--- config.mk ---
export PLATFORM = sky130hd
export DESIGN_NAME = mem_ctrl
export DESIGN_NICKNAME = d
export VERILOG_FILES = /design/src/rtl/mem_ctrl_pkg.sv /design/src/rtl/mem_ctrl_load.sv /design/src/rtl/mem_ctrl.sv
export SDC_FILE = /design/constraint.sdc
export NUM_CORES = 1
export LEC_CHECK = 0
export BUFFER_PORTS_ARGS = -buffer_cell sky130_fd_sc_hd__buf_2
export CELL_PAD_IN_SITES_DETAIL_PLACEMENT = 0
export CELL_PAD_IN_SITES_GLOBAL_PLACEMENT = 1
export CORE_ASPECT_RATIO = 2
export CORE_MARGIN = 5
export CORE_UTILIZATION = 40
export CTS_CLUSTER_SIZE = 40
export DETAILED_ROUTE_END_ITERATION = 10
export PLACE_DENSITY_LB_ADDON = 0.1
export SLEW_MARGIN = 20
export SYNTH_ARGS = -nofsm -noshare
export SYNTH_HDL_FRONTEND = slang
export SYNTH_SLANG_ARGS = --single-unit
--- constraint.sdc ---
create_clock -name clk_i -period 6 [get_ports clk_i]
set_input_delay 0 -clock clk_i [delete_from_list [all_inputs] [get_ports clk_i]]
set_output_delay 0 -clock clk_i [all_outputs]
set_load 0.005 [all_outputs]
--- src/rtl/mem_ctrl_pkg.sv ---
`default_nettype none
// ============================================================================
// Module      : mem_ctrl_pkg
// Description : Shared types and helpers for the byte-serial memory
//               controller. Contains the FSM state encoding, the access
//               length encodings, and the length-to-byte-count helper.
// Revision    : 1.0  initial release
// ============================================================================
package mem_ctrl_pkg;

  typedef enum logic [1:0] {
    ST_IDLE   = 2'd0,
    ST_IF_RD  = 2'd1,
    ST_MEM_RD = 2'd2,
    ST_MEM_WR = 2'd3
  } state_e;

  localparam logic [1:0] LEN_B = 2'b00;
  localparam logic [1:0] LEN_H = 2'b01;
  localparam logic [1:0] LEN_W = 2'b10;

  // Number of RAM bytes moved for a MEM access of the given length.
  // The unused encoding 2'b11 is treated as a word.
  function automatic logic [2:0] len_to_bytes(input logic [1:0] len);
    case (len)
      LEN_B:   return 3'd1;
      LEN_H:   return 3'd2;
      default: return 3'd4;
    endcase
  endfunction

endpackage
`default_nettype wire

--- src/rtl/mem_ctrl_load.sv ---
`default_nettype none
// ============================================================================
// Module      : load_ext
// Description : Combinational sign/zero extension of assembled load data.
//   raw_i    in  32  little-endian assembled bytes
//   len_i    in   2  access length (LEN_B / LEN_H / LEN_W)
//   signed_i in   1  1 = sign-extend, 0 = zero-extend
//   data_o   out 32  extended result
// Revision    : 1.0  initial release
// ============================================================================
module load_ext
  import mem_ctrl_pkg::*;
(
  input  logic [31:0] raw_i,
  input  logic [1:0]  len_i,
  input  logic        signed_i,
  output logic [31:0] data_o
);

  always_comb begin
    data_o = raw_i;
    case (len_i)
      LEN_B:   data_o = {{24{signed_i & raw_i[7]}},  raw_i[7:0]};
      LEN_H:   data_o = {{16{signed_i & raw_i[15]}}, raw_i[15:0]};
      default: data_o = raw_i;
    endcase
  end

endmodule
`default_nettype wire

--- src/rtl/mem_ctrl.sv ---
`default_nettype none
// ============================================================================
// Module      : mem_ctrl
// Description : Byte-serial memory controller between the IF/MEM pipeline
//               stages and an 8-bit unified RAM port. Arbitrates fetches
//               against loads/stores (MEM first), assembles multi-byte reads
//               little-endian and splits stores into byte writes.
//   clk_i, rst_i           clock, asynchronous active-high reset
//   rdy_i                  global ready; low freezes every register
//   if_req_i/if_addr_i     fetch request and address
//   if_flush_i             abort the fetch in progress
//   if_inst_o/if_done_o    fetched instruction and its completion pulse
//   if_stall_req_o         fetch still outstanding
//   mem_req_i/mem_we_i     data access request, 1 = store
//   mem_len_i/mem_signed_i access length and load extension mode
//   mem_addr_i/mem_wdata_i data address and store data
//   mem_rdata_o/mem_done_o extended load data and completion pulse
//   mem_stall_req_o        data access still outstanding
//   ram_din_i              RAM read byte (one edge after its address)
//   ram_dout_o/ram_addr_o  RAM write byte and byte address
//   ram_wr_o               RAM write enable
// Revision    : 1.0  initial release
// ============================================================================
module mem_ctrl
  import mem_ctrl_pkg::*;
#(
  parameter int ADDR_W   = 32,
  parameter int IF_BYTES = 4
) (
  input  logic              clk_i,
  input  logic              rst_i,
  input  logic              rdy_i,
  input  logic              if_req_i,
  input  logic [ADDR_W-1:0] if_addr_i,
  input  logic              if_flush_i,
  output logic [31:0]       if_inst_o,
  output logic              if_done_o,
  output logic              if_stall_req_o,
  input  logic              mem_req_i,
  input  logic              mem_we_i,
  input  logic [1:0]        mem_len_i,
  input  logic              mem_signed_i,
  input  logic [ADDR_W-1:0] mem_addr_i,
  input  logic [31:0]       mem_wdata_i,
  output logic [31:0]       mem_rdata_o,
  output logic              mem_done_o,
  output logic              mem_stall_req_o,
  input  logic [7:0]        ram_din_i,
  output logic [7:0]        ram_dout_o,
  output logic [ADDR_W-1:0] ram_addr_o,
  output logic              ram_wr_o
);

  state_e            state_q,     state_d;
  logic [2:0]        cnt_q,       cnt_d;
  logic [2:0]        nbytes_q,    nbytes_d;
  logic [ADDR_W-1:0] ram_addr_q,  ram_addr_d;
  logic [7:0]        ram_dout_q,  ram_dout_d;
  logic              ram_wr_q,    ram_wr_d;
  logic [1:0]        len_q,       len_d;
  logic              signed_q,    signed_d;
  logic [31:0]       wdata_q,     wdata_d;
  logic [31:0]       buf_q,       buf_d;
  logic [31:0]       if_inst_q,   if_inst_d;
  logic [31:0]       mem_rdata_q, mem_rdata_d;
  logic              if_done_q,   if_done_d;
  logic              mem_done_q,  mem_done_d;

  logic [1:0]        cap_idx;
  logic [1:0]        wr_idx;
  logic [31:0]       raw_data;
  logic [31:0]       ext_data;

  // The byte arriving on ram_din_i this cycle belongs to index cnt-1 (the
  // address was driven two edges earlier). Merging it here lets the final
  // byte reach the outputs on the same edge that raises done.
  always_comb begin
    cap_idx  = 2'(cnt_q - 3'd1);
    raw_data = buf_q;
    raw_data[{cap_idx, 3'b000} +: 8] = ram_din_i;
  end

  assign wr_idx = 2'(cnt_q + 3'd1);

  load_ext u_load_ext (
    .raw_i    (raw_data),
    .len_i    (len_q),
    .signed_i (signed_q),
    .data_o   (ext_data)
  );

  always_comb begin
    state_d     = state_q;
    cnt_d       = cnt_q;
    nbytes_d    = nbytes_q;
    ram_addr_d  = ram_addr_q;
    ram_dout_d  = ram_dout_q;
    ram_wr_d    = ram_wr_q;
    len_d       = len_q;
    signed_d    = signed_q;
    wdata_d     = wdata_q;
    buf_d       = buf_q;
    if_inst_d   = if_inst_q;
    mem_rdata_d = mem_rdata_q;
    if_done_d   = 1'b0;
    mem_done_d  = 1'b0;

    case (state_q)
      ST_IDLE: begin
        // Blocking accepts while a done pulse is out keeps the retiring
        // request (still asserted this cycle) from being taken twice.
        if (!if_done_q && !mem_done_q) begin
          if (mem_req_i) begin
            ram_addr_d = mem_addr_i;
            len_d      = mem_len_i;
            signed_d   = mem_signed_i;
            wdata_d    = mem_wdata_i;
            nbytes_d   = len_to_bytes(mem_len_i);
            cnt_d      = 3'd0;
            buf_d      = 32'd0;
            if (mem_we_i) begin
              state_d    = ST_MEM_WR;
              ram_dout_d = mem_wdata_i[7:0];
              ram_wr_d   = 1'b1;
            end else begin
              state_d = ST_MEM_RD;
            end
          end else if (if_req_i && !if_flush_i) begin
            ram_addr_d = if_addr_i;
            len_d      = LEN_W;
            signed_d   = 1'b0;
            nbytes_d   = 3'(IF_BYTES);
            cnt_d      = 3'd0;
            buf_d      = 32'd0;
            state_d    = ST_IF_RD;
          end
        end
      end

      ST_IF_RD, ST_MEM_RD: begin
        if (state_q == ST_IF_RD && if_flush_i) begin
          state_d = ST_IDLE;
          cnt_d   = 3'd0;
        end else begin
          cnt_d = cnt_q + 3'd1;
          if (cnt_q != 3'd0) buf_d = raw_data;
          // Address walks forward until the last byte, then parks there.
          if (cnt_q + 3'd1 < nbytes_q) ram_addr_d = ram_addr_q + ADDR_W'(1);
          if (cnt_q == nbytes_q) begin
            state_d = ST_IDLE;
            cnt_d   = 3'd0;
            if (state_q == ST_IF_RD) begin
              if_done_d = 1'b1;
              if_inst_d = raw_data;
            end else begin
              mem_done_d  = 1'b1;
              mem_rdata_d = ext_data;
            end
          end
        end
      end

      ST_MEM_WR: begin
        if (cnt_q + 3'd1 < nbytes_q) begin
          cnt_d      = cnt_q + 3'd1;
          ram_addr_d = ram_addr_q + ADDR_W'(1);
          ram_dout_d = wdata_q[{wr_idx, 3'b000} +: 8];
        end else begin
          state_d    = ST_IDLE;
          cnt_d      = 3'd0;
          ram_wr_d   = 1'b0;
          mem_done_d = 1'b1;
        end
      end

      default: state_d = ST_IDLE;
    endcase
  end

  always_ff @(posedge clk_i or posedge rst_i) begin
    if (rst_i) begin
      state_q     <= ST_IDLE;
      cnt_q       <= 3'd0;
      nbytes_q    <= 3'd0;
      ram_addr_q  <= '0;
      ram_dout_q  <= 8'd0;
      ram_wr_q    <= 1'b0;
      len_q       <= 2'd0;
      signed_q    <= 1'b0;
      wdata_q     <= 32'd0;
      buf_q       <= 32'd0;
      if_inst_q   <= 32'd0;
      mem_rdata_q <= 32'd0;
      if_done_q   <= 1'b0;
      mem_done_q  <= 1'b0;
    end else if (rdy_i) begin
      state_q     <= state_d;
      cnt_q       <= cnt_d;
      nbytes_q    <= nbytes_d;
      ram_addr_q  <= ram_addr_d;
      ram_dout_q  <= ram_dout_d;
      ram_wr_q    <= ram_wr_d;
      len_q       <= len_d;
      signed_q    <= signed_d;
      wdata_q     <= wdata_d;
      buf_q       <= buf_d;
      if_inst_q   <= if_inst_d;
      mem_rdata_q <= mem_rdata_d;
      if_done_q   <= if_done_d;
      mem_done_q  <= mem_done_d;
    end
  end

  assign if_inst_o       = if_inst_q;
  assign if_done_o       = if_done_q;
  assign mem_rdata_o     = mem_rdata_q;
  assign mem_done_o      = mem_done_q;
  assign ram_addr_o      = ram_addr_q;
  assign ram_dout_o      = ram_dout_q;
  // A frozen write must not repeat the same byte on every stalled edge.
  assign ram_wr_o        = ram_wr_q & rdy_i;
  assign if_stall_req_o  = if_req_i & ~if_done_q;
  assign mem_stall_req_o = mem_req_i & ~mem_done_q;

endmodule
`default_nettype wire

Yosys cells after proc, flatten, opt, wreduce, memory -nomap -nowiden --
Cells that the tools add are included. W data, S select, Z words.
Cells by class: reductions and logical operators 24, order comparisons 1, equality and inequality tests 15, shift-type cells 3, bitwise gates (word level) 9, mux-type cells 55, add/subtract/negate cells 4
Operators with widths (count):
- $mux W32 | 10
- $pmux W32 S2 | 2
- $pmux W32 S3 | 1
- $add A32 B1 Y32 const B | 1
- $bwmux W32 | 1
- $mux W8 | 4
- $shift A8 B7 Y32 const A | 1
- $shiftx A32 B6 Y8 | 1
- $shiftx A8 B7 Y32 | 1
- $mux W3 | 8
- $reduce_and A6 Y1 | 3
- $mux W2 | 8
- $pmux W8 S2 | 1
- $mux W1 | 15
- $reduce_and A5 Y1 | 3
- $ne A2 B2 Y1 const B | 7
- $reduce_and A4 Y1 | 3
- $pmux W3 S3 | 1
- $neg A5 Y7 | 1
- $eq A2 B1 Y1 const B | 3
- $logic_not A2 Y1 | 3
- $ne A3 B3 Y1 const B | 2
- $pmux W2 S3 | 1
- $pmux W3 S2 | 1
- other kinds (14) | 29
Storage, ports and cells: register bits 182, input port bits 114, output and inout bits 109, word-level logic and storage cells 125

Depth between registers and ports, before layout --
word-level depth 7, mapped depth 10, mapped depth without buffers 8

Hierarchy --
Synthesis repeated with hierarchy kept, for this count alone.
Unflattened totals: cell total of the unflattened synthesis 998, area, all modules 9770.6 um^2
By module, submodules not included:
- mem_ctrl | sequential area each 4554.4 um^2, instances 1, cells an instance 932, area an instance 9385.3 um^2
- load_ext | sequential area each 0.0 um^2, instances 1, cells an instance 66, area an instance 385.4 um^2

Worst setup path before layout --
OpenSTA, ideal clock, no wires.
path type reg2reg, from register cnt_q[0], to register mem_rdata_q[16] (netlist: mem_rdata_o[16]), required time 5879 ps, arrival time 2620 ps, path slack 3259 ps, clock period less this slack 2741 ps, library setup time 121 ps, path buffers 3, stages on the path, launching flop included 11, path through dfrtp_1 > buf_1 > inv_1 > ha_1 > nor2b_1 > clkbuf_1 > a31o_2 > mux2_2 > a31oi_4 > buf_4 > a2bb2oi_1
On the way: cells in the longest elaborated chain, start to end 6, elaborated cells on any way between the ends 10, classes of those cells add/sub: 2; eq/ne: 1; shift: 2; mux: 2; bitwise: 2; reduce/logical: 1
Ends and longest elaborated chain:
- start: declaration | RTL line mem_ctrl.sv:55 | logic [2:0] cnt_q, cnt_d;
- start signal: assignment | RTL line mem_ctrl.sv:198 | cnt_q <= cnt_d;
- $sub A2 B1 Y2 | RTL line mem_ctrl.sv:78 | cap_idx = 2'(cnt_q - 3'd1);
- $neg A5 Y7 | RTL line mem_ctrl.sv:80 | raw_data[{cap_idx, 3'b000} +: 8] = ram_din_i;
- $shiftx A8 B7 Y32 or $shift A8 B7 Y32 (tied branches) | RTL line mem_ctrl.sv:80
- $bwmux W32 | RTL line mem_ctrl.sv:80
- $and A1 B1 Y1, on equally long branches | RTL line mem_ctrl_load.sv:24, mem_ctrl_load.sv:23
- $pmux W32 S2 | RTL line mem_ctrl_load.sv:22 | case (len_i)
- end signal: assignment | RTL line mem_ctrl.sv:208 | mem_rdata_q <= mem_rdata_d;
- end: declaration | RTL line mem_ctrl.sv:65 | logic [31:0] mem_rdata_q, mem_rdata_d;
Parallel ways exist; a longest one is shown, timed or not. A chain may end at the register's enable or synchronous reset.

Worst setup path after layout --
from register cnt_q[0], to register ram_addr_q[22] (netlist: ram_addr_o[22])
On the way: cells in the longest elaborated chain, start to end 5
Ends and longest elaborated chain:
- $add A3 B1 Y3 * | RTL line mem_ctrl.sv:148, mem_ctrl.sv:164
- $lt A3 B3 Y1 * | RTL line mem_ctrl.sv:148, mem_ctrl.sv:164
- $mux W32 *
- $mux W32
- $pmux W32 S3 *
- end signal: assignment | RTL line mem_ctrl.sv:200 | ram_addr_q <= ram_addr_d;
- end: declaration | RTL line mem_ctrl.sv:57 | logic [ADDR_W-1:0] ram_addr_q, ram_addr_d;
Mark *: on every way between the ends. The rest lies on a longest branch, timed or not. The select of a mux whose other input is x is not followed.

==> results.md <==
* Tcrit/Tclk final at 60.4%
* Port buffer count at 222
* Max Freq at 276 MHz
* CTS tree: yes
* Worst-path fanout max at 22
* CP top delay family: compound AO/OA/AOI/OAI gates
* Io pins at 223
* Initial antenna violation count at 0
* Primary FF master, synth: dfrtp_1
* PD cells at 472 nW/um^2
* Latest clock arrival within the worst-skew pair at 0.45 ns
* Layout area overhead at 29.1%
* First-pass GRT wire length at 45700 microns
* Post-Route Setup TNS at 0 ns
* GP Congestion at 0.818
* Total CTS buffers at 17
* Area of the core at 23200 sq um
* Drt initial violations at 419
* Mean routed wirelength per cell at 19.4 microns
* Met3 wire len at 1020 microns
* Crit path arrival time at 3.96 ns
* Slew HR at 32.8%
* Sink Count at 182
* Detail Placement HPWL at 20900 microns
* Slew Limit Fails at 0
* Clock skew at 0.00908 ns
* Mapped Nets at 1057
* Starting Density at 40.5%
* Post-Route M1 WL at 10300 microns
* GRT overflow at 0
* WP data required at 6.33 ns
* Worst-Margin Slew at 1.00 ns
* CTS Buffer Depth at 2
* Cell Area, Synth at 9400 sq um
* Root Buffer: clkbuf_16
* Chip width at 118 microns
* Total Routed Length at 29100 microns
* Commonest non-fill, non-tap cells in the layout: buf_2, dfrtp_1, nand2_1, o21ai_0, dlygate4sd3_1
* Vias in the first global route at 8417
* Hold buffer count at CTS at 84
* Routed length on met2 at 16900 microns
* Status: finished clean
* Total Routing Usage GR at 21.8%
* Leak at 0.00559 uW
* Clock-pin slew on the worst setup and hold paths at 0.07 ns
* Pre-CTS WS at 2.34 ns
* Final setup violation count at 0
* EDFF count, synth at 0
* Post-cts sizing count at 0
* FF+latch count, synth at 182
* Synth warnings at 0
* CP Launch Type: register
* Synth Instances at 930
* Top sig layer: met4
* FFs w/ async S/R, synth at 100%
* Pre-antenna DRT Iters at 5
* N_diodes at 0
* Most common cell after layout, fill and taps aside: buf_2
* Max cap viols at 0
* WS Path Type: reg -> reg
* RSZ-0062 raised after global routing: false
* Final worst path period need at 3.63 ns
* Via Count at 8123
* Final Worst Setup Slack at 2.37 ns
* Crit path buf inv count at 1
* Sequential cell area fraction in the yosys report at 48.4%
* Die Y at 227 microns
* Hold Path Class: in -> reg
* Remaining DRCs at 0
* Row cnt at 79
* Post-CTS Repair Setup Buffers at 0
* ANT nets after route at 0
* Die area at 26900 sq um
* Max incr delay on CP at 0.85 ns
* CP endpoint kind: register
* CP cell instances: inv_1, ha_1, nor2b_1, o21ai_0, o21a_1, nor4_1, a211o_1
* CTS HTree Levels at 4
* Worst path slowest cell: ha_1
* Share of cells above drive strength 1 at 30.1%
* Final Hold Vio Count at 0
* Via density at 5.42
* Yosys cell types at 70
* Nets at 1331
* Largest net degree at the start of global routing at 70
* Worst VDD drop at 259 uV
* Synthesized area per cell at 10.1 sq um
## worst register-to-register path, delay by kind of cell, from the launching register on
| family | cells | cell delay (ns) |
|---|---|---|
| simple gates | 2 | 0.24 |
| compound gates | 3 | 1.44 |
| buf+inv | 1 | 0.18 |
| flops | 1 | 0.81 |
| fa+ha+maj | 1 | 0.85 |
## state kept, by name, indices dropped and copies added, names as in the netlist, 3 cells and up
register / cells
buf_q: 32
mem_rdata_o: 32
ram_addr_o: 32
ram_dout_o: 8
nbytes_q: 3
wdata_q: 32
if_inst_o: 32
cnt_q: 3
## cell families (layout without fill, tap and decap cells)
kind of cell	after synthesis	in the layout	share of synthesized area (%)
simple gates	266	266	14.4
flops	182	182	48.4
mux	114	114	14.0
xor+xnor	3	3	0.280
compound gates	242	242	16.3
buf+inv	110	397	4.86
fa+ha+maj	13	13	1.73
## Yosys cell counts, drive strengths merged (4+ instances only)
library cell	instances	area [sq um]
o31ai	13	97.6
nand3	64	338
nor3	5	41.3
a21oi	61	305
mux2i	43	430
a211oi	5	42.5
and3	8	52.6
inv	49	184
nor2b	26	163
clkbuf	37	140
nand2	89	334
a2bb2oi	17	149
nor4	4	46.3
nand4	15	100
o21a	4	30.0
nand2b	5	31.3
a41o	4	43.8
buf	24	133
ha	13	163
mux2	63	709
a31o	7	61.3
nor2	37	144
mux4	8	180
a31oi	4	40.0
a22oi	9	67.6
o21ai	89	445
dfrtp	182	4550
a32oi	4	35.0
## through the flow
step	power (uW)	instances	util, %	cell area (sq um)	hold slack (ns)
2_1_floorplan	3650	930	-	9400	0.0966
5_1_grt	6160	1500	52.3	12100	0.0467
4_1_cts	5800	1500	52.3	12100	0.00920
3_3_place_gp	4510	1384	46.0	10700	0.0768
6_report	5730	1500	52.3	12100	0.00719
3_5_place_dp	4540	1384	46.0	10700	0.0779
## layer usage
layer / vias up / global-route usage [%]
met5: - / 0
met4: 0 / 8.09
met3: 41 / 3.79
met2: 192 / 43.4
met1: 4008 / 22.2
li1: 3882 / -
## report_power, final
group	leakage [uW]	switching [uW]	internal (uW)
logic	0.00305	1360	1030
clock network	0.000297	511	683
registers	0.00225	407	1740
## layout make-up
cell class,count,area (sq um)
clock buffer,19,453
sequential,182,4550
tap,283,354
clock inverter,13,166
multi-input combinational,638,4400
inverter,49,189
fill,2171,11100
timing repair buffer,316,2030
## final timing paths
check | start | end | slack, ns | cells after the start
setup reg to reg | cnt_q[0] | ram_addr_o[22] | 2.37 | 7
hold / removal | if_addr_i[0] | ram_addr_o[0] | 0.007 | 3
setup / recovery | cnt_q[0] | ram_addr_o[22] | 2.37 | 7
hold reg to reg | buf_q[15] | buf_q[15] | 0.46 | 2
min in group asynchronous | rst_i | if_inst_o[4] | 0.13 | 3
max in group asynchronous | rst_i | buf_q[4] | 4.60 | 4
No activity file was read; power rests on OpenSTA's default activity.
